**src/rtl/fixed_pkg.sv**
```systemverilog
// rtl/fixed_pkg.sv - rounding mode codes and width helpers for the fixed-point requantiser
package fixed_pkg;

   // Rounding mode codes carried on in_mode.
   localparam logic [1:0] ROUND_TRUNC     = 2'd0;
   localparam logic [1:0] ROUND_HALF_UP   = 2'd1;
   localparam logic [1:0] ROUND_HALF_EVEN = 2'd2;
   localparam logic [1:0] ROUND_TO_ZERO   = 2'd3;

   // Input lane width: integer bits plus the doubled fraction of a product.
   function automatic int calc_iw(input int intw, input int ratw);
      return intw + 2 * ratw;
   endfunction

   // Output lane width: integer bits plus the single fraction that survives.
   function automatic int calc_ow(input int intw, input int ratw);
      return intw + ratw;
   endfunction

endpackage

```
**src/rtl/fixed_round_lane.sv**
```systemverilog
// rtl/fixed_round_lane.sv - per-lane rounding decision and saturating increment
module fixed_round_lane
   import fixed_pkg::*;
#(
   parameter int INTW   = 10,
   parameter int RATW   = 2,
   parameter bit SIGNED = 1'b0,
   localparam int IW    = calc_iw(INTW, RATW),
   localparam int OW    = calc_ow(INTW, RATW)
) (
   input  logic [IW-1:0] in_word,
   input  logic [1:0]    mode,
   output logic [OW-1:0] q,
   output logic          inc,
   input  logic [OW-1:0] s1_q,
   input  logic          s1_inc,
   output logic [OW-1:0] r,
   output logic          sat
);

   // Weight of exactly one half output LSB within the dropped fraction.
   localparam logic [RATW-1:0] HALF = RATW'(1) << (RATW - 1);

   // Largest representable output; the negative side can never be exceeded.
   localparam logic [OW-1:0] MAX_VAL = SIGNED ? {1'b0, {(OW - 1){1'b1}}} : {OW{1'b1}};

   // Decide whether the kept part must be bumped by one LSB for this mode.
   function automatic logic inc_decide(input logic            q_lsb,
                                       input logic [RATW-1:0] f,
                                       input logic            sign,
                                       input logic [1:0]      m);
      logic bump;
      bump = 1'b0;
      case (m)
         ROUND_TRUNC:     bump = 1'b0;
         ROUND_HALF_UP:   bump = (f >= HALF);
         ROUND_HALF_EVEN: bump = (f > HALF) || ((f == HALF) && q_lsb);
         ROUND_TO_ZERO:   bump = SIGNED && sign && (f != '0);
         default:         bump = 1'b0;
      endcase
      return bump;
   endfunction

   // Add the bump with one guard bit; clamp to MAX_VAL when it overflows.
   function automatic logic [OW:0] sat_add(input logic [OW-1:0] qv, input logic bump);
      logic [OW:0] sum;
      logic        ovf;
      sum = {(SIGNED ? qv[OW-1] : 1'b0), qv} + {{OW{1'b0}}, bump};
      ovf = SIGNED ? (sum[OW] != sum[OW-1]) : sum[OW];
      return {ovf, (ovf ? MAX_VAL : sum[OW-1:0])};
   endfunction

   // Front half feeds S1 (split + decision), back half feeds S2 (add + clamp).
   always_comb begin
      q        = in_word[IW-1:RATW];
      inc      = inc_decide(in_word[RATW], in_word[RATW-1:0], SIGNED && in_word[IW-1], mode);
      {sat, r} = sat_add(s1_q, s1_inc);
   end

endmodule

```
**src/rtl/fixed_round_pipe.sv**
```systemverilog
// rtl/fixed_round_pipe.sv - two-stage multi-lane requantiser with saturation counting
module fixed_round_pipe
   import fixed_pkg::*;
#(
   parameter int INTW   = 10,
   parameter int RATW   = 2,
   parameter int LANES  = 1,
   parameter bit SIGNED = 1'b0,
   parameter int CNTW   = 16,
   localparam int IW    = calc_iw(INTW, RATW),
   localparam int OW    = calc_ow(INTW, RATW)
) (
   input  logic                clk,
   input  logic                rst,
   input  logic                in_valid,
   output logic                in_ready,
   input  logic [LANES*IW-1:0] in_data,
   input  logic [1:0]          in_mode,
   output logic                out_valid,
   input  logic                out_ready,
   output logic [LANES*OW-1:0] out_data,
   output logic [LANES-1:0]    out_sat,
   input  logic                sat_clr,
   output logic [CNTW-1:0]     sat_count
);

   localparam logic [CNTW-1:0] CNT_MAX = '1;

   logic                en;
   logic                s1_valid;
   logic [LANES*OW-1:0] s1_q;
   logic [LANES-1:0]    s1_inc;
   logic [LANES*OW-1:0] q_next;
   logic [LANES-1:0]    inc_next;
   logic [LANES*OW-1:0] r_next;
   logic [LANES-1:0]    sat_next;

   // Whole pipe advances together whenever the output slot is free or draining.
   always_comb begin
      en       = !out_valid || out_ready;
      in_ready = en;
   end

   for (genvar k = 0; k < LANES; k++) begin : g_lane
      fixed_round_lane #(
         .INTW   (INTW),
         .RATW   (RATW),
         .SIGNED (SIGNED)
      ) u_lane (
         .in_word (in_data[k*IW +: IW]),
         .mode    (in_mode),
         .q       (q_next[k*OW +: OW]),
         .inc     (inc_next[k]),
         .s1_q    (s1_q[k*OW +: OW]),
         .s1_inc  (s1_inc[k]),
         .r       (r_next[k*OW +: OW]),
         .sat     (sat_next[k])
      );
   end

   // S1 captures the split value and rounding decision, so mode travels with its beat.
   always_ff @(posedge clk or posedge rst) begin
      if (rst) begin
         s1_valid <= 1'b0;
         s1_q     <= '0;
         s1_inc   <= '0;
      end else if (en) begin
         s1_valid <= in_valid;
         s1_q     <= q_next;
         s1_inc   <= inc_next;
      end
   end

   // S2 is the output register; it holds under backpressure.
   always_ff @(posedge clk or posedge rst) begin
      if (rst) begin
         out_valid <= 1'b0;
         out_data  <= '0;
         out_sat   <= '0;
      end else if (en) begin
         out_valid <= s1_valid;
         out_data  <= r_next;
         out_sat   <= sat_next;
      end
   end

   // Count delivered beats with any saturated lane; clear wins, count sticks at max.
   always_ff @(posedge clk or posedge rst) begin
      if (rst) begin
         sat_count <= '0;
      end else if (sat_clr) begin
         sat_count <= '0;
      end else if (out_valid && out_ready && (|out_sat) && (sat_count != CNT_MAX)) begin
         sat_count <= sat_count + 1'b1;
      end
   end

endmodule

```
**config.mk**
```make
export PLATFORM = sky130hd
export DESIGN_NAME = fixed_round_pipe
export DESIGN_NICKNAME = d
export VERILOG_FILES = /design/src/rtl/fixed_pkg.sv /design/src/rtl/fixed_round_lane.sv /design/src/rtl/fixed_round_pipe.sv
export SDC_FILE = /design/constraint.sdc
export NUM_CORES = 1
export LEC_CHECK = 0
export ABC_AREA = 1
export CORE_MARGIN = 5
export CORE_UTILIZATION = 54
export CTS_CLUSTER_SIZE = 14
export DETAILED_ROUTE_END_ITERATION = 8
export PLACE_DENSITY_LB_ADDON = 0.1
export SETUP_SLACK_MARGIN = 0.4
export SKIP_LAST_GASP = 1
export SLEW_MARGIN = 20
export SYNTH_ARGS = -nofsm -noshare
export SYNTH_HDL_FRONTEND = slang
export SYNTH_SLANG_ARGS = --single-unit
```
**constraint.sdc**
```tcl
create_clock -name clk -period 2.47 [get_ports clk]
set_input_delay 0.741 -clock clk [delete_from_list [all_inputs] [get_ports clk]]
set_output_delay 0.741 -clock clk [all_outputs]
set_load 0.005 [all_outputs]
```
# Yosys cells after proc, flatten, opt, wreduce, memory -nomap -nowiden
# Index checks and enable logic that the tools add are counted.
# op_classes
n_addsub	2
multipliers	0
div	0
magnitude_cmp	2
n_eq_ne	5
shift	0
mux	4
n_bitwise	0
n_reduce_logical	10
# op_table
op	n
$mux W16	2
$add A16 B1 Y16 const B	1
$ne A16 B16 Y1 const B	1
$add A12 B1 Y13	1
$mux W12	1
$eq A2 B2 Y1 const B	3
$logic_and A1 B1 Y1	4
$pmux W1 S3	1
$eq A2 B1 Y1 const B	1
$ge A2 B2 Y1 const B	1
$gt A2 B2 Y1 const B	1
$logic_not A2 Y1	1
$logic_or A1 B1 Y1	2
$reduce_bool A2 Y1	1
$reduce_or A2 Y1	1
$logic_not A1 Y1	1
# totals
register_bits	44
latch_bits	0
mem_bits_rw	0
rom_bits	0
inputBits	21
output_inout_bits	31
wordCells	30
n_memories	0

# Logic depth before layout (Yosys ltp)
# Gate-level depths: netlist (run 1).
# logic_depth
depth_word	5
mapped_depth	10
depth_no_buf	9

# Cells and area by module
# A second synthesis (run 1) with hierarchy kept.
# hier_totals
hier_cells	300
area_unflattened_um2	2562.5
# by_module_without_submodules
mod	instances	cells_each	area_each_um2	seq_area_each_um2
fixed_round_pipe	1	215	2053.2	1101.1
fixed_round_lane	1	85	509.2	0.0

# Worst setup path after synthesis (run 1)
# No wires, ideal clock.
# synth_timing
path_kind	input port to output port
from	in out_ready
to	out in_ready
t_arrival_ps	1286
required_time_ps	1729
slack_ps	443
stages	3
cell_sequence	nor2_2 -> inv_2 -> clkbuf_1
# synth_between
elab_chain_len	1
# synth_lines
element	line	rtl
start: declaration	fixed_round_pipe.sv:20	input logic out_ready,
$logic_or A1 B1 Y1	fixed_round_pipe.sv:40	en = !out_valid || out_ready;
end: declaration	fixed_round_pipe.sv:16	output logic in_ready,
# No other way between the ends.

# Worst setup path in the final report (run 1)
# Ends and elaborated chain as after synthesis.

==> out/qor.csv, run 1 <==
stage,metric,value,unit
outcome,status,"complete, no violations",
power,vdd_drop_max,0.397,mV
cts,cts_buffers,5,
global_routing,grt_pass1_vias,1984,
synth,yosysUniqueCellTypes,28,
worst_setup_path,worstSetupEndpointType,primary output,
die,num_rows,24,
worst_setup_path,crit_path_start,out_ready,
global_routing,grt_max_degree,45,
worst_setup_path,cp.arrival,1.29,ns
die,die_x,75.7,µm
sta,postLayoutSetupSlackWorst,0.438,ns
route,viasPerCell,5.10,
cts,cts_sinks,44,
global_routing,grt_overflow,0,
worst_setup_path,crit_chain,dlygate4sd2_1 > nor2_2 > inv_2 > buf_2,
layout,fin_nets,388,
cts,clk_latency,0.29,ns
die,dieArea,0.00574,mm²
synth,yosysMostFrequentCell,nand2_1,
sta,maxSlewViolCount,0,
synth,async_flop_share,1.00,
synth,synth_edf_count,0,
layout,n_antenna_cell,0,
synth,ys_top_cells_by_count,"nand2_1 (96), nor2_1 (53), dfrtp_1 (44)",
synth,yosys.area.top_type_share,0.472,
power,powerDensity,553,mW/mm²
cts,root_buffer,clkbuf_8,
sta,fin_skew,0.00485,ns
global_routing,grt_pass1_wl,8480,µm
route,vias,2125,
cts,cts.path.max_buffers,2,
route,drc,0,
cts,holdBufCountCts,0,
sta,finalHoldViolCount,0,
run,maxCapViolCount,0,
layout,syn_to_final_growth,29.2,%
worst_setup_path,crit_path_start_kind,input pin,
route,drt-total-wl,5170,µm
placement,place_congestion,0.839,
worst_setup_path,critical-path-max-stage-delay,0.25,ns
global_routing,grt_usage,0.194,
synth,post_synth_main_area_contributors,"dfrtp_1 (47%), nand2_1 (15%), nor2_1 (8.5%)",
sta,rsz0062_at_grt,no,
sta,worst_pin_slew,0.455,ns
sta,holdWs,0.497,ns
power,total_leakage_power,1.42,nW
placement,place.port_buffers,51,
synth,synth_warnings,0,
cts,tritoncts,done,
worst_setup_path,critPathRequiredTime,1.73,ns
die,dieHeight,75.7,µm
synth,synth_flop_cell,dfrtp_1,
synth,syn_area,0.00233,mm²
power,power,1.67,mW
layout,drive_gt1_frac,0.0877,
worst_hold_path,hold_path_class,flip-flop to flip-flop,
synth,syn-num-nets,332,
route,dr.pass1.iters,4,
cts,htree_num_levels,2,
global_routing,antenna_found_initial,0,
placement,place_ws,-0.105,ns
worst_hold_path,min_from,s1_q[0],
worst_setup_path,path_class,input pin to primary output,
placement,place_hpwl,3760,µm
route,antenna_left,0,
cts,cts_setup_buffers,0,
worst_setup_path,crit-reg2reg-launch,s1_inc,
synth,netlist_instances,308,
die,start_util,0.547,
sta,period_share,0.823,
sta,finalSetupViolations,0,
cts,clk_pin_slew,0.08,ns
die,core_area,0.00426,mm²
synth,post-synth-top-area-cell,dfrtp_1,
sta,slew_headroom,0.696,
layout,n_fill_cell,377,
synth,ys_ff_latch,44,
synth,syn_area_per_cell,7.58,µm²
sta,finalCriticalPeriod,2.03,ns
worst_setup_path,crit_slowest_cell,dlygate4sd2_1,
synth,ys_seq_area_frac,0.472,
layout,fin_util,0.707,
sta,fmax,492,MHz
route,drtIter0Drc,109,
die,ios,52,
worst_setup_path,crit_fanout,2,
route,drt-wirelength-per-cell,12.4,µm
## state kept, by name (all words and copies together) (netlist names)
name       cells
out_data      12
out_sat        1
out_valid      1
s1_inc         1
s1_q          12
s1_valid       1
sat_count     16
## repair_timing
item,CTS,global route
pin swaps,1,0
resized for setup,5,3
cloned,0,0
setup endpoints to repair,1,3
## area by class of cell
type	instances	area, µm²	share of cell area
clock buffers	6	82.6	0.0274
clock inverters	2	10.0	0.00332
inverters	24	90.1	0.0299
multi-input cells	233	1110	0.367
flip-flops and latches	44	1100	0.367
well taps	52	65.1	0.0216
repair buffers	56	554	0.184
## cells by family (layout without fill, tap and decap cells)
family          Yosys count  count (layout)  share of synthesized area
flops                    44              44                      0.472
simple gates            192             192                      0.358
compound gates           30              30                     0.0702
buf+inv                  31              88                     0.0536
xor+xnor                  8               8                     0.0300
fa+ha+maj                 3               3                     0.0161
## routing by layer
layer	track usage	vias to the layer above	wire length, µm
li1	-	1096	-
met1	0.213	980	2120
met2	0.360	40	2770
met3	0.0475	9	206
met4	0.0699	0	80
met5	0	-	0
## placed cells by master (no fill, tap or decap), types with 2 or more instances in the layout
| cell | n |
|---|---|
| nand2_1 | 96 |
| nor2_1 | 53 |
| clkdlybuf4s50_1 | 49 |
| dfrtp_1 | 41 |
| inv_1 | 22 |
| nand3_1 | 19 |
| o21ai_1 | 11 |
| nand4_1 | 9 |
| a21oi_1 | 7 |
| xor2_1 | 6 |
| clkbuf_8 | 6 |
| o21ai_0 | 5 |
| nor2_2 | 4 |
| buf_4 | 4 |
| nand2_2 | 3 |
| a31oi_1 | 3 |
| ha_1 | 3 |
| dfrtp_2 | 3 |
| nor2_4 | 2 |
| inv_2 | 2 |
| xnor2_1 | 2 |
| nor3_1 | 2 |
| or2_2 | 2 |
| o211ai_1 | 2 |
| clkinv_2 | 2 |
## per-stage QoR
| stage | cell area (µm²) | std cells | TNS, ns |
|---|---|---|---|
| finish | 3010 | 417 | 0 |
| global route | 3010 | 417 | 0 |
| CTS | 3010 | 417 | 0 |
| detailed placement | 2920 | 409 | -0.105 |
| global placement | 2920 | 409 | -0.106 |
| floorplan | 2330 | 308 | 0 |
## worst paths after layout
path / depth (start not counted) / to / slack [ns]
setup / recovery: 4 / in_ready / 0.44
hold / removal: 2 / s1_q[0] / 0.50
setup reg to reg: 8 / out_data[9] / 0.71
hold reg to reg: 2 / s1_q[0] / 0.50
max in group asynchronous: 3 / sat_count[7] / 1.45
min in group asynchronous: 3 / sat_count[3] / 0.80
## report_power, final
group	internal (mW)	total, mW	switching, mW	leakage (nW)
combinational	0.178	0.346	0.168	0.814
clock	0.223	0.468	0.244	0.0510
sequential	0.796	0.851	0.0555	0.551
## critical path: cells and delay by family
| kind | cells | cell delay [ns] |
|---|---|---|
| and+or+nand+nor | 1 | 0.13 |
| buffers and inverters | 3 | 0.42 |
Power figures use the tool's default switching activity.
==> inputs of run 2 (changes only) <==
Settings changed: CORE_UTILIZATION 54 to 45.
Clock period 2.47 ns to 1.85 ns, I/O delays scaled along.
==> run 2 against run 1 <==
Sequential share of layout area fell by 4.6 points. Total power rose by 34%. Worst hold slack got worse by 0.035 ns. Highest routed layer unchanged.
==> out/qor.csv, run 2 (synthesis gave the netlist of run 1 again) <==
stage,metric,value,unit,change
worst_setup_path,crit_fanout,3,,+1
layout,fin_cells,478,,+15%
sta,slew_headroom,0.787,,+0.0909
placement,place_congestion,0.879,,+4.7%
layout,final_cell_mix,"nand2_1 (80), nor2_1 (45), dfrtp_1 (41)",,
worst_setup_path,critical-path-max-stage-delay,0.43,ns,+0.18 ns
worst_hold_path,min_from,s1_valid,,
cts,tritoncts,done,,
layout,n_antenna_cell,0,,unchanged
placement,place_area,0.00301,mm²,+3.0%
cts,htree_num_levels,2,,unchanged
layout,syn_to_final_growth,47.7,%,
route,drt-wirelength-per-cell,12.3,µm,-0.49%
global_routing,grt_max_degree,45,,unchanged
layout,reg_top3,"sat_count (16), out_data (12), s1_q (12)",,
global_routing,use_met1,0.199,,-0.0136
global_routing,grt_usage,0.182,,-0.0117
sta,finalSetupTns,0,ns,unchanged
cts,holdBufCountCts,0,,unchanged
cts,cts_sinks,44,,unchanged
worst_hold_path,hold_path_class,flip-flop to flip-flop,,
route,viasPerCell,4.79,,-5.9%
die,ios,52,,unchanged
global_routing,grt_pass1_vias,2144,,+8.1%
sta,fin_skew,0.00558,ns,+0.000732 ns
sta,finalSetupViolations,0,,unchanged
layout,drive_gt1_frac,0.350,,+0.263
sta,finalCriticalPeriod,1.57,ns,
route,vias,2292,,+7.9%
global_routing,grt_use_met3,0.0450,,-0.00254
sta,postLayoutSetupSlackWorst,0.283,ns,-0.154 ns
global_routing,grt_busiest_layer,met2,,
worst_setup_path,worstSetupEndpointType,primary output,,
run,maxCapViolCount,0,,unchanged
worst_setup_path,crit_buf_inv,1,,-2
route,antenna_left,0,,unchanged
cts,cts_buffers,5,,unchanged
worst_setup_path,crit_path_start,sat_count[1],,
cts,clk_latency,0.29,ns,about the same
power,total_leakage_power,1.71,nW,+21%
cts,clk_pin_slew,0.08,ns,about the same
placement,dp_cells,433,,+5.9%
worst_setup_path,crit-reg2reg-launch,sat_count[1],,
layout,final_area,0.00345,mm²,+14%
global_routing,grt_util_met2,0.338,,-0.0219
die,dieHeight,82.0,µm,+8.3%
placement,place_ws,-0.387,ns,-0.282 ns
outcome,status,"complete, no violations",,
die,die_x,82.0,µm,+8.3%
power,powerDensity,647,mW/mm²,+17%
die,core_area,0.00507,mm²,+19%
sta,rsz0062_at_grt,yes,,
global_routing,grt_pass1_wl,9360,µm,+10%
sta,period_share,0.847,,
layout,fin_util,0.679,,-0.0276
die,num_rows,26,,+8.3%
cts,cts.path.max_buffers,2,,unchanged
route,drt-total-wl,5900,µm,+14%
cts,root_buffer,clkbuf_8,,
route,drtIter0Drc,71,,-35%
worst_setup_path,critPathTopFamily,flip-flops,,
sta,holdWs,0.462,ns,-0.0354 ns
route,dr.pass1.iters,4,,unchanged
worst_setup_path,crit_chain,dlygate4sd2_1,,
layout,fin_nets,432,,+11%
sta,worst_pin_slew,0.318,ns,-0.137 ns
placement,place.port_buffers,51,,unchanged
die,start_util,0.460,,-0.0874
global_routing,antenna_found_initial,0,,unchanged
placement,place_hpwl,3770,µm,+0.38%
global_routing,grt_overflow,0,,unchanged
sta,finalHoldViolCount,0,,unchanged
layout,largest_register_ffs,16,,unchanged
worst_setup_path,crit_path_start_kind,flip-flop,,
worst_setup_path,path_class,flip-flop to primary output,,
worst_setup_path,cp.arrival,1.01,ns,-0.28 ns
sta,maxSlewViolCount,0,,unchanged
die,dieArea,0.00673,mm²,+17%
power,vdd_drop_max,0.466,mV,+17%
route,drc,0,,unchanged
power,power,2.23,mW,+34%
worst_setup_path,critPathRequiredTime,1.29,ns,-0.44 ns
layout,largest-register,sat_count,,
sta,fmax,638,MHz,
layout,final_common_cell,nand2_1,,
worst_setup_path,crit_slowest_cell,dfrtp_1,,
==> run 2: cell types whose count changed in the layout (fill, tap and decap cells not counted), moves of 8 or more <==
cell and change:
nand2_2 +13, clkbuf_2 +12, nor2_1 -8, clkdlybuf4s50_1 -30
nand2_1 -16, buf_6 +9, buf_4 +36, buf_2 +16
==> run 2: where the power goes <==
part	leakage, nW	internal, mW	total, mW	switching (mW)
combinational	1.12	0.258	0.518	0.261
clock	0.0410	0.257	0.569	0.312
sequential	0.551	1.06	1.14	0.0822
==> run 2: final cells by class <==
cell class,count,area (µm²)
fill,475,1630
clock inverter,1,5.00
timing repair buffer,100,786
sequential,44,1100
tap,70,87.6
clock buffer,6,72.6
inverter,24,93.8
multi-input combinational,233,1300
==> run 2: repair_timing <==
item	CTS	global route
endpoints found under the setup margin	75	45
buffers inserted	31	7
gates resized for setup	123	52
pin swaps	15	15
==> run 2: final timing paths <==
check	to	slack (ns)	cells past startpoint
max	sat_count[1]	0.28	1
min	out_valid	0.46	2
max reg2reg	sat_count[6]	0.30	11
min reg2reg	out_valid	0.46	2
max in group asynchronous	sat_count[7]	0.97	3
min in group asynchronous	sat_count[1]	0.67	3
==> run 2: layer usage <==
layer | up-vias | wire length (µm) | share of wire
li1 | 1184 | - | -
met1 | 1060 | 2300 | 0.39
met2 | 41 | 3310 | 0.56
met3 | 7 | 218 | 0.037
met4 | 0 | 71 | 0.012
met5 | - | 0 | 0
==> inputs of run 3 (changes only) <==
Settings changed: CORE_UTILIZATION 45 to 50.
Clock period 1.85 ns to 1.6 ns, I/O delays scaled along.
==> run 3 against run 2 <==
The run now ends with negative setup slack left. Non-clock buffer count is 17 higher. Critical path depth up 10. Setup slack worse by 0.33 ns. Design area grew 4.6%. Total power up 26%. First-iteration DRC count grew to 2.8 times the previous value.
==> out/qor.csv, run 3 (synthesis gave the netlist of run 1 again) <==
stage,metric,value,unit,change
worst_setup_path,critPathRequiredTime,1.84,ns,+0.55 ns
global_routing,grt_max_degree,45,,unchanged
layout,reg_top3,"sat_count (16), out_data (12), s1_q (12)",,
worst_setup_path,worstSetupEndpointType,flip-flop,,
sta,finalSetupTns,-0.155,ns,-0.155 ns
route,vias,2530,,+10%
sta,rsz0062_at_grt,yes,,
sta,finalHoldViolCount,0,,unchanged
cts,holdBufCountCts,0,,unchanged
layout,final_common_cell,nand2_1,,
cts,cts_sinks,44,,unchanged
cts,root_buffer,clkbuf_8,,
global_routing,grt_usage,0.210,,+0.0283
sta,period_share,1.03,,
global_routing,grt_overflow,0,,unchanged
cts,htree_num_levels,2,,unchanged
route,viasPerCell,5.29,,+10%
worst_hold_path,hold_path_class,flip-flop to flip-flop,,
worst_setup_path,crit_chain,ha_4 > nand2_4 > nor2_4 > nand2_2 > nor2_2 > nor2_2 > buf_12 > nor2_4 > clkbuf_16 > nand2_1 > nand2_1,,
worst_setup_path,path_class,flip-flop to flip-flop,,
outcome,violations,negative setup slack,,
global_routing,grt_pass1_wl,10400,µm,+11%
die,dieArea,0.00613,mm²,-8.8%
sta,finalSetupViolations,9,,+9
sta,finalCriticalPeriod,1.65,ns,
power,power,2.80,mW,+26%
route,drtIter0Drc,202,,+180%
layout,final_cell_mix,"nand2_1 (85), buf_4 (53), nor2_1 (45)",,
layout,largest_register_ffs,16,,unchanged
run,maxCapViolCount,0,,unchanged
cts,cts_buffers,5,,unchanged
placement,place_congestion,0.867,,-1.3%
worst_setup_path,crit_fanout,6,,+3
die,num_rows,24,,-7.7%
worst_setup_path,rrSetupSlack,-0.05,ns,-0.35 ns
global_routing,grt_pass1_vias,2297,,+7.1%
power,powerDensity,777,mW/mm²,+20%
sta,fin_skew,0.00397,ns,-0.00161 ns
worst_setup_path,critical-path-max-stage-delay,0.39,ns,-0.04 ns
placement,place.port_buffers,51,,unchanged
placement,place_hpwl,3970,µm,+5.3%
sta,slew_headroom,0.793,,+0.00598
global_routing,antenna_found_initial,0,,unchanged
worst_setup_path,crit_path_start_kind,flip-flop,,
sta,fmax,606,MHz,
sta,postLayoutSetupSlackWorst,-0.0494,ns,-0.333 ns
route,drt-total-wl,6860,µm,+16%
power,vdd_drop_max,0.505,mV,+8.4%
route,antenna_left,0,,unchanged
power,total_leakage_power,1.83,nW,+7.0%
outcome,status,finished with violations,,
layout,syn_to_final_growth,54.6,%,
route,drc,0,,unchanged
die,die_x,78.3,µm,-4.5%
die,start_util,0.525,,+0.0652
die,core_area,0.00444,mm²,-12%
cts,clk_latency,0.30,ns,about the same
worst_setup_path,crit_slowest_cell,dfrtp_1,,
cts,clk_pin_slew,0.08,ns,about the same
route,dr.pass1.iters,6,,+2
worst_setup_path,cp.arrival,1.89,ns,+0.88 ns
sta,maxSlewViolCount,0,,unchanged
die,ios,52,,unchanged
cts,tritoncts,done,,
placement,place_ws,-0.485,ns,-0.0983 ns
layout,n_antenna_cell,0,,unchanged
die,dieHeight,78.3,µm,-4.5%
layout,drive_gt1_frac,0.357,,+0.00632
route,drt-wirelength-per-cell,14.3,µm,+16%
layout,largest-register,sat_count,,
sta,worst_pin_slew,0.309,ns,-0.00894 ns
cts,cts.path.max_buffers,2,,unchanged
layout,fin_nets,449,,+3.9%
-- run 3: changes by cell type in the layout (fill, tap and decap cells not counted), moves of 3 or more --
cell | before | now
buf_4 | 40 | 53
clkbuf_2 | 12 | 1
buf_2 | 17 | 26
nand2_1 | 80 | 85
nand2_2 | 16 | 11
clkdlybuf4s15_1 | 0 | 3
-- run 3: worst paths after layout --
kind                                   start             to  cells past startpoint
worst max-delay path            sat_count[0]  sat_count[13]                     11
worst min-delay path                s1_valid      out_valid                      2
worst max register to register  sat_count[0]  sat_count[13]                     11
worst min register to register      s1_valid      out_valid                      2
max in group asynchronous                rst   sat_count[6]                      3
min in group asynchronous                rst   sat_count[3]                      3
-- run 3: critical path, delay by kind of cell (launching register included) --
kind / cells / cell delay [ns]
DFF: 1 / 0.39
adders and majority gates: 1 / 0.16
and+or+nand+nor: 8 / 0.74
buffers and inverters: 2 / 0.29
-- run 3: routing by layer --
metal  track usage  vias up  wire length [µm]
met1         0.296     1184              2960
met4        0.0682        0               122
met5             0        -                 0
li1              -     1226                 -
met3        0.0309       21               477
met2         0.336       99              3300
-- run 3: power breakdown --
group / internal [mW] / switching (mW)
Combinational: 0.311 / 0.316
Sequential: 1.23 / 0.0933
Clock: 0.464 / 0.389
Total: 2.00 / 0.798
-- run 3: cell type report --
| class | instances | area (µm²) |
|---|---|---|
| multi-input cells | 233 | 1270 |
| repair buffers | 117 | 971 |
| clock inverters | 2 | 35.0 |
| well taps | 52 | 65.1 |
| clock buffers | 6 | 72.6 |
| inverters | 24 | 93.8 |
| fillers | 293 | 837 |
| flip-flops and latches | 44 | 1100 |
-- run 3: repair_timing --
action                                  4_1_cts  5_1_grt
gates cloned                                  0        1
setup buffers                                31       13
resized for setup                           145       20
pin swaps                                    11       13
endpoints found under the setup margin       75       67
-- run 3: stage by stage --
step | std cells | utilization | cell area, µm² | hold slack (ns)
after global routing | 478 | 0.812 | 3610 | 0.517
after floorplan | 308 | - | 2390 | 0.422
after CTS | 464 | 0.768 | 3410 | 0.462
final | 478 | 0.812 | 3610 | 0.458
after global placement | 425 | 0.699 | 3110 | 0.433
after detailed placement | 425 | 0.699 | 3110 | 0.448
==> RTL edit 1, RTL diff (settings of run 3) <==
Add an input register stage for `in_mode`; this delays it by one clock. The other inputs are not delayed to match.
--- a/src/rtl/fixed_round_pipe.sv
+++ b/src/rtl/fixed_round_pipe.sv
@@ -26,6 +26,12 @@
 
    localparam logic [CNTW-1:0] CNT_MAX = '1;
 
+   logic [1:0] in_mode_q;
+
+   always_ff @(posedge clk) begin
+      in_mode_q <= in_mode;
+   end
+
    logic                en;
    logic                s1_valid;
    logic [LANES*OW-1:0] s1_q;
@@ -48,7 +54,7 @@
          .SIGNED (SIGNED)
       ) u_lane (
          .in_word (in_data[k*IW +: IW]),
-         .mode    (in_mode),
+         .mode    (in_mode_q),
          .q       (q_next[k*OW +: OW]),
          .inc     (inc_next[k]),
          .s1_q    (s1_q[k*OW +: OW]),
Behaviour: not the same (Yosys sat finds a counterexample within 4 cycles, from zero or initial values and one cycle with rst high).
==> RTL edit 1 against run 3 <==
- maximum frequency grew 7.9%
- critical path depth fell by 8
- sequential power rose by 5%
- core utilization fell by 5.4 points
- worst setup slack improved by 120 ps
- synthesized cell count up 5.8%
- global-route usage rose by 0.69 points
- final area fell by 1.4%
- area after synthesis up 3.1%
- wire length shrank 4.9%
- total power is 0.77% higher
- sequential cell count rose by 2
- worst hold slack better by 24 ps
==> RTL edit 1: results (changes against run 3) <==
- Run status: complete, no violations
- DP HPWL: 4460 microns (+12%)
- Vias in the first global route: 2420 (+5.4%)
- RR Endpoint: sat_count[9]
- Dpl cell area: 3200 sq um (+3.0%)
- Crit Path Max Fanout: 2 (-4)
- Layout cells sized above 1: 32.7% (-3.0 points)
- Least-Margin Pin Slew: 457 ps (+149 ps)
- FFs w/ async S/R, synth: 95.7% (-4.3 points)
- Crit path to: out_valid
- GP Congestion: 0.920 (+6.1%)
- Leak: 0.00185 uW (+1.4%)
- Final nets: 448 (-0.22%)
- Top cells by area, synth: dfrtp_1 46%, nand2_1 17%, nor2_1 6.9%, nand3_1 5.6%, inv_1 5.1%
- Switching Share: 27.8% (-0.69 points)
- Worst vdd ir: 0.688 mV (+36%)
- Mean routed wirelength per cell: 13.6 microns (-5.1%)
- Post-synthesis cell type count: 23 (-18%)
- Via density: 5.15 (-2.6%)
- Met1 WL: 2430 microns (-18%)
- CP startpoint: out_valid
- R2r setup slk: 90 ps (+140 ps)
- Worst EP arrival: 1050 ps (-840 ps)
- Syn Nets: 350 (+5.4%)
- Drt pass-1 iters: 4 (-2)
- Synth Area in Compound Gates: 6.55% (-0.47 points)
- Synth top cells by count: 106 x nand2_1, 44 x dfrtp_1, 44 x nor2_1, 33 x inv_1, 27 x nand3_1
- First-pass GRT wire length: 10700 microns (+2.7%)
- Synth Area in XOR/XNOR: 2.91% (-0.091 points)
- Worst skew pair latency: 300 ps (about the same)
- Total track usage: 21.7% (+0.69 points)
- Wire length on met3: 233 microns (-51%)
- Synthesized-area fraction occupied by adder cells: 1.56% (-0.049 points)
- Fin Clk Skew: 3.91 ps (-0.0599 ps)
[RTL edit 1: cell types whose count changed after synthesis, sizes merged, moves of 2 or more]
cell / run 3 / this run
inv: 24 / 33
nand3: 19 / 27
a31oi: 3 / 0
dfxtp: 0 / 2
or2: 2 / 0
nand2: 99 / 108
a21oi: 7 / 10
o21ai: 16 / 20
nor2: 59 / 50
[RTL edit 1: how the worst min path moves through the flow]
stage,start,endpoint,slack [ps],depth (start not counted)
after floorplan,s1_valid,out_valid,420,2
after global placement,s1_valid,out_valid,450,2
after detailed placement,s1_valid,out_valid,460,2
after CTS,s1_valid,out_valid,480,2
after global routing,rst,sat_count[1],520,2
final,s1_valid,out_valid,480,2
[RTL edit 1: area by class of cell]
type / instances / area (sq um)
repair buffers: 98 / 796
flip-flops and latches: 46 / 1140
multi-input cells: 240 / 1310
well taps: 54 / 67.6
inverters: 33 / 130
clock inverters: 1 / 30.0
clock buffers: 7 / 76.3
fillers: 356 / 1130
[RTL edit 1: per-stage QoR]
stage          utilization (%)  setup WS, ps  hold slack (ps)  cells
6_report                  75.8          71.0              482    479
5_1_grt                   75.8         -23.4              516    479
4_1_cts                   73.5          67.7              481    473
3_5_place_dp              68.2          -478              460    442
3_3_place_gp              68.2          -481              446    442
2_1_floorplan                -           136              419    326
[RTL edit 1: kinds of logic (layout without fill, tap and decap cells)]
logic type / count (synthesis) / in the layout
AOI/OAI and AO/OA: 31 / 31
xor gates and xnor gates: 8 / 8
adders and majority gates: 3 / 3
buffers and inverters: 40 / 139
DFF: 46 / 46
and+or+nand+nor: 198 / 198
[RTL edit 1: critical path, delay by kind of cell (launching register included)]
family   cells  cell delay [ps]
flops        1              390
buf+inv      3              360
[RTL edit 1: power by group through the flow]
stage               clock network [uW]  logic [uW]  registers (uW)
finish                             851         597            1380
global route                       924         665            1390
CTS                                872         583            1370
detailed placement                   0         577            1400
global placement                     0         564            1390
floorplan                            0         267            1380
[RTL edit 1: what timing repair did]
| action | 4_1_cts | 5_1_grt |
|---|---|---|
| gates resized for setup | 160 | 19 |
| endpoints found under the setup margin | 75 | 75 |
| buffers inserted | 23 | 6 |
| hold endpoints to repair | 0 | 0 |
| pin swaps | 12 | 9 |
| hold buffers | 0 | 0 |
[RTL edit 1: per-layer routing]
layer  vias to the layer above  track usage, %
met3                        16            3.16
met4                         0            10.8
met2                        54            40.7
met5                         -               0
li1                       1226               -
met1                      1173            23.7
==> RTL edit 2, RTL diff (flow settings as in run 3) <==
Without the edit above. `SIGNED` is set to 1'b0 in 2 places; all go to 1'b1.
--- a/src/rtl/fixed_round_lane.sv
+++ b/src/rtl/fixed_round_lane.sv
@@ -4,7 +4,7 @@
 #(
    parameter int INTW   = 10,
    parameter int RATW   = 2,
-   parameter bit SIGNED = 1'b0,
+   parameter bit SIGNED = 1'b1,
    localparam int IW    = calc_iw(INTW, RATW),
    localparam int OW    = calc_ow(INTW, RATW)
 ) (
--- a/src/rtl/fixed_round_pipe.sv
+++ b/src/rtl/fixed_round_pipe.sv
@@ -5,7 +5,7 @@
    parameter int INTW   = 10,
    parameter int RATW   = 2,
    parameter int LANES  = 1,
-   parameter bit SIGNED = 1'b0,
+   parameter bit SIGNED = 1'b1,
    parameter int CNTW   = 16,
    localparam int IW    = calc_iw(INTW, RATW),
    localparam int OW    = calc_ow(INTW, RATW)
Formal check against the unedited RTL: not equivalent (Yosys sat finds a counterexample within 4 cycles, from zero or initial values and one cycle with rst high).
==> RTL edit 2 against run 3 <==
- the run still ends with negative setup slack left
- final cell count grew 7.7%
- clock power shrank 15%
- total power grew 9.5%
- final area grew 9.7%
- worst setup slack lost 400 ps
- sequential share of layout area shrank 2.7 points
- global-route usage grew 3.3 points
- combinational power grew 58%
- sequential cell count is the same
- critical path depth grew 5
- area after synthesis grew 4.9%
- die area grew 4.3%
- wire length grew 13%
- critical path type unchanged
- highest routed layer unchanged
==> RTL edit 2: results (changes against run 3) <==
- GP Congestion: 0.848 (-2.2%)
- Clock Buffer Count: 8 (+2)
- Comb group: 993 uW (+58%)
- Clk pwr share: 23.6% (-6.8 points)
- Pre-CTS setup slack: -497 ps (-12.6 ps)
- ClkCell Share: 2.28% (-0.71 points)
- Drt pass-1 iters: 4 (-2)
- Failing checks: negative setup slack
- Syn Nets: 342 (+3.0%)
- Via density: 5.14 (-2.9%)
- Final non-clock buffer share: 27.1% (+0.17 points)
- Min Hold Slack: 491 ps (+33.0 ps)
- Multi-input gate count: 226 (-3.0%)
- GR Util met1: 26.2% (-3.4 points)
- Fillers: 294 (+0.34%)
- Worst slew margin: 81.8% (+2.5 points)
- Synth top cells by count: 95 x nand2_1, 44 x dfrtp_1, 39 x inv_1, 32 x nand3_1, 18 x nor2_1
- RR Startpoint: s1_inc
- Syn Inst Count: 317 (+2.9%)
- Layout cells sized above 1: 42.0% (+6.3 points)
- Mean Syn Cell Area: 7.72 sq um (+2.0%)
- Count of plain and timing-repair buffers in the layout: 129 (+10%)
- Grt met2 use: 46.2% (+13 points)
- Met1 WL: 2810 microns (-5.3%)
- Metal2 WL: 4250 microns (+29%)
- RR Endpoint: out_data[6]
- DP HPWL: 4590 microns (+16%)
- Via Count: 2647 (+4.6%)
- Total track usage: 24.4% (+3.3 points)
- 1st-iter DRT viols: 158 (-22%)
- Vias in the first global route: 2719 (+18%)
- Multi-input gate share of the layout cell area: 36.6% (+1.5 points)
- Leak: 0.00199 uW (+8.7%)
- Top delay family on crit path: adder cells
- Met3 usage: 3.27% (+0.18 points)
- Inst Count DP: 461 (+8.5%)
- Pin count of the biggest net entering global routing: 45 (unchanged)
- Wire length on met3: 374 microns (-22%)
- Non-clk invs: 41 (+71%)
- Post-Route WL: 7720 microns (+13%)
- Comb power frac: 32.4% (+10 points)
- Fin Clk Skew: 8.31 ps (+4.33 ps)
- Reg2Reg Depth: 16 (+5)
- Fin Setup TNS: -4780 ps (-4620 ps)
- Setup violators final: 12 (+3)
- Post-CTS Setup Inserts: 36 (+16%)
- Switching Share: 30.9% (+2.4 points)
- Crit Path Max Fanout: 3 (-3)
- Sequential share of the synthesized area: 45.0% (-2.2 points)
- Worst vdd ir: 0.568 mV (+12%)
- Area Overhead vs Synth: 61.7%
- Worst EP arrival: 2240 ps (+350 ps)
- Final WS setup: -448 ps (-399 ps)
- Final nets: 472 (+5.1%)
- Post_cts resized: 152 (+4.8%)
- Top cells by area, synth: dfrtp_1 45%, nand2_1 15%, nand3_1 6.5%, inv_1 6.0%, xor2_1 3.9%
- Fraction of area in registers: 27.9% (-2.7 points)
- Run status: finished, violations left
- Post-synthesis cell type count: 29 (+3.6%)
- Dpl cell area: 3410 sq um (+10%)
[RTL edit 2: cell count changes in the layout (fill, tap and decap cells not counted), sizes merged, moves of 3 or more]
cell / change
o21ai: +6
nand3: +15
inv: +17
a31oi: -3
nor2: -28
a21oi: -4
buf: +14
xor2: +5
nand4: -4
[RTL edit 2: logic make-up after synthesis]
group                      Yosys count  share of synthesized area [%]
and+or+nand+nor                    178                           33.8
buffers and inverters               47                           7.61
DFF                                 44                           45.0
AOI/OAI and AO/OA                   32                           7.26
xor gates and xnor gates            12                           4.29
adders and majority gates            4                           2.04
[RTL edit 2: worst max-delay path by stage]
stage,start,to,slack [ps],cells after the start
3_3_place_gp,out_ready,in_ready,-490,4
5_1_grt,s1_inc,out_data[6],-580,12
3_5_place_dp,out_ready,in_ready,-500,4
4_1_cts,s1_q[0],out_data[1],-430,14
2_1_floorplan,s1_inc,out_data[6],-380,16
6_report,s1_inc,out_data[6],-450,16
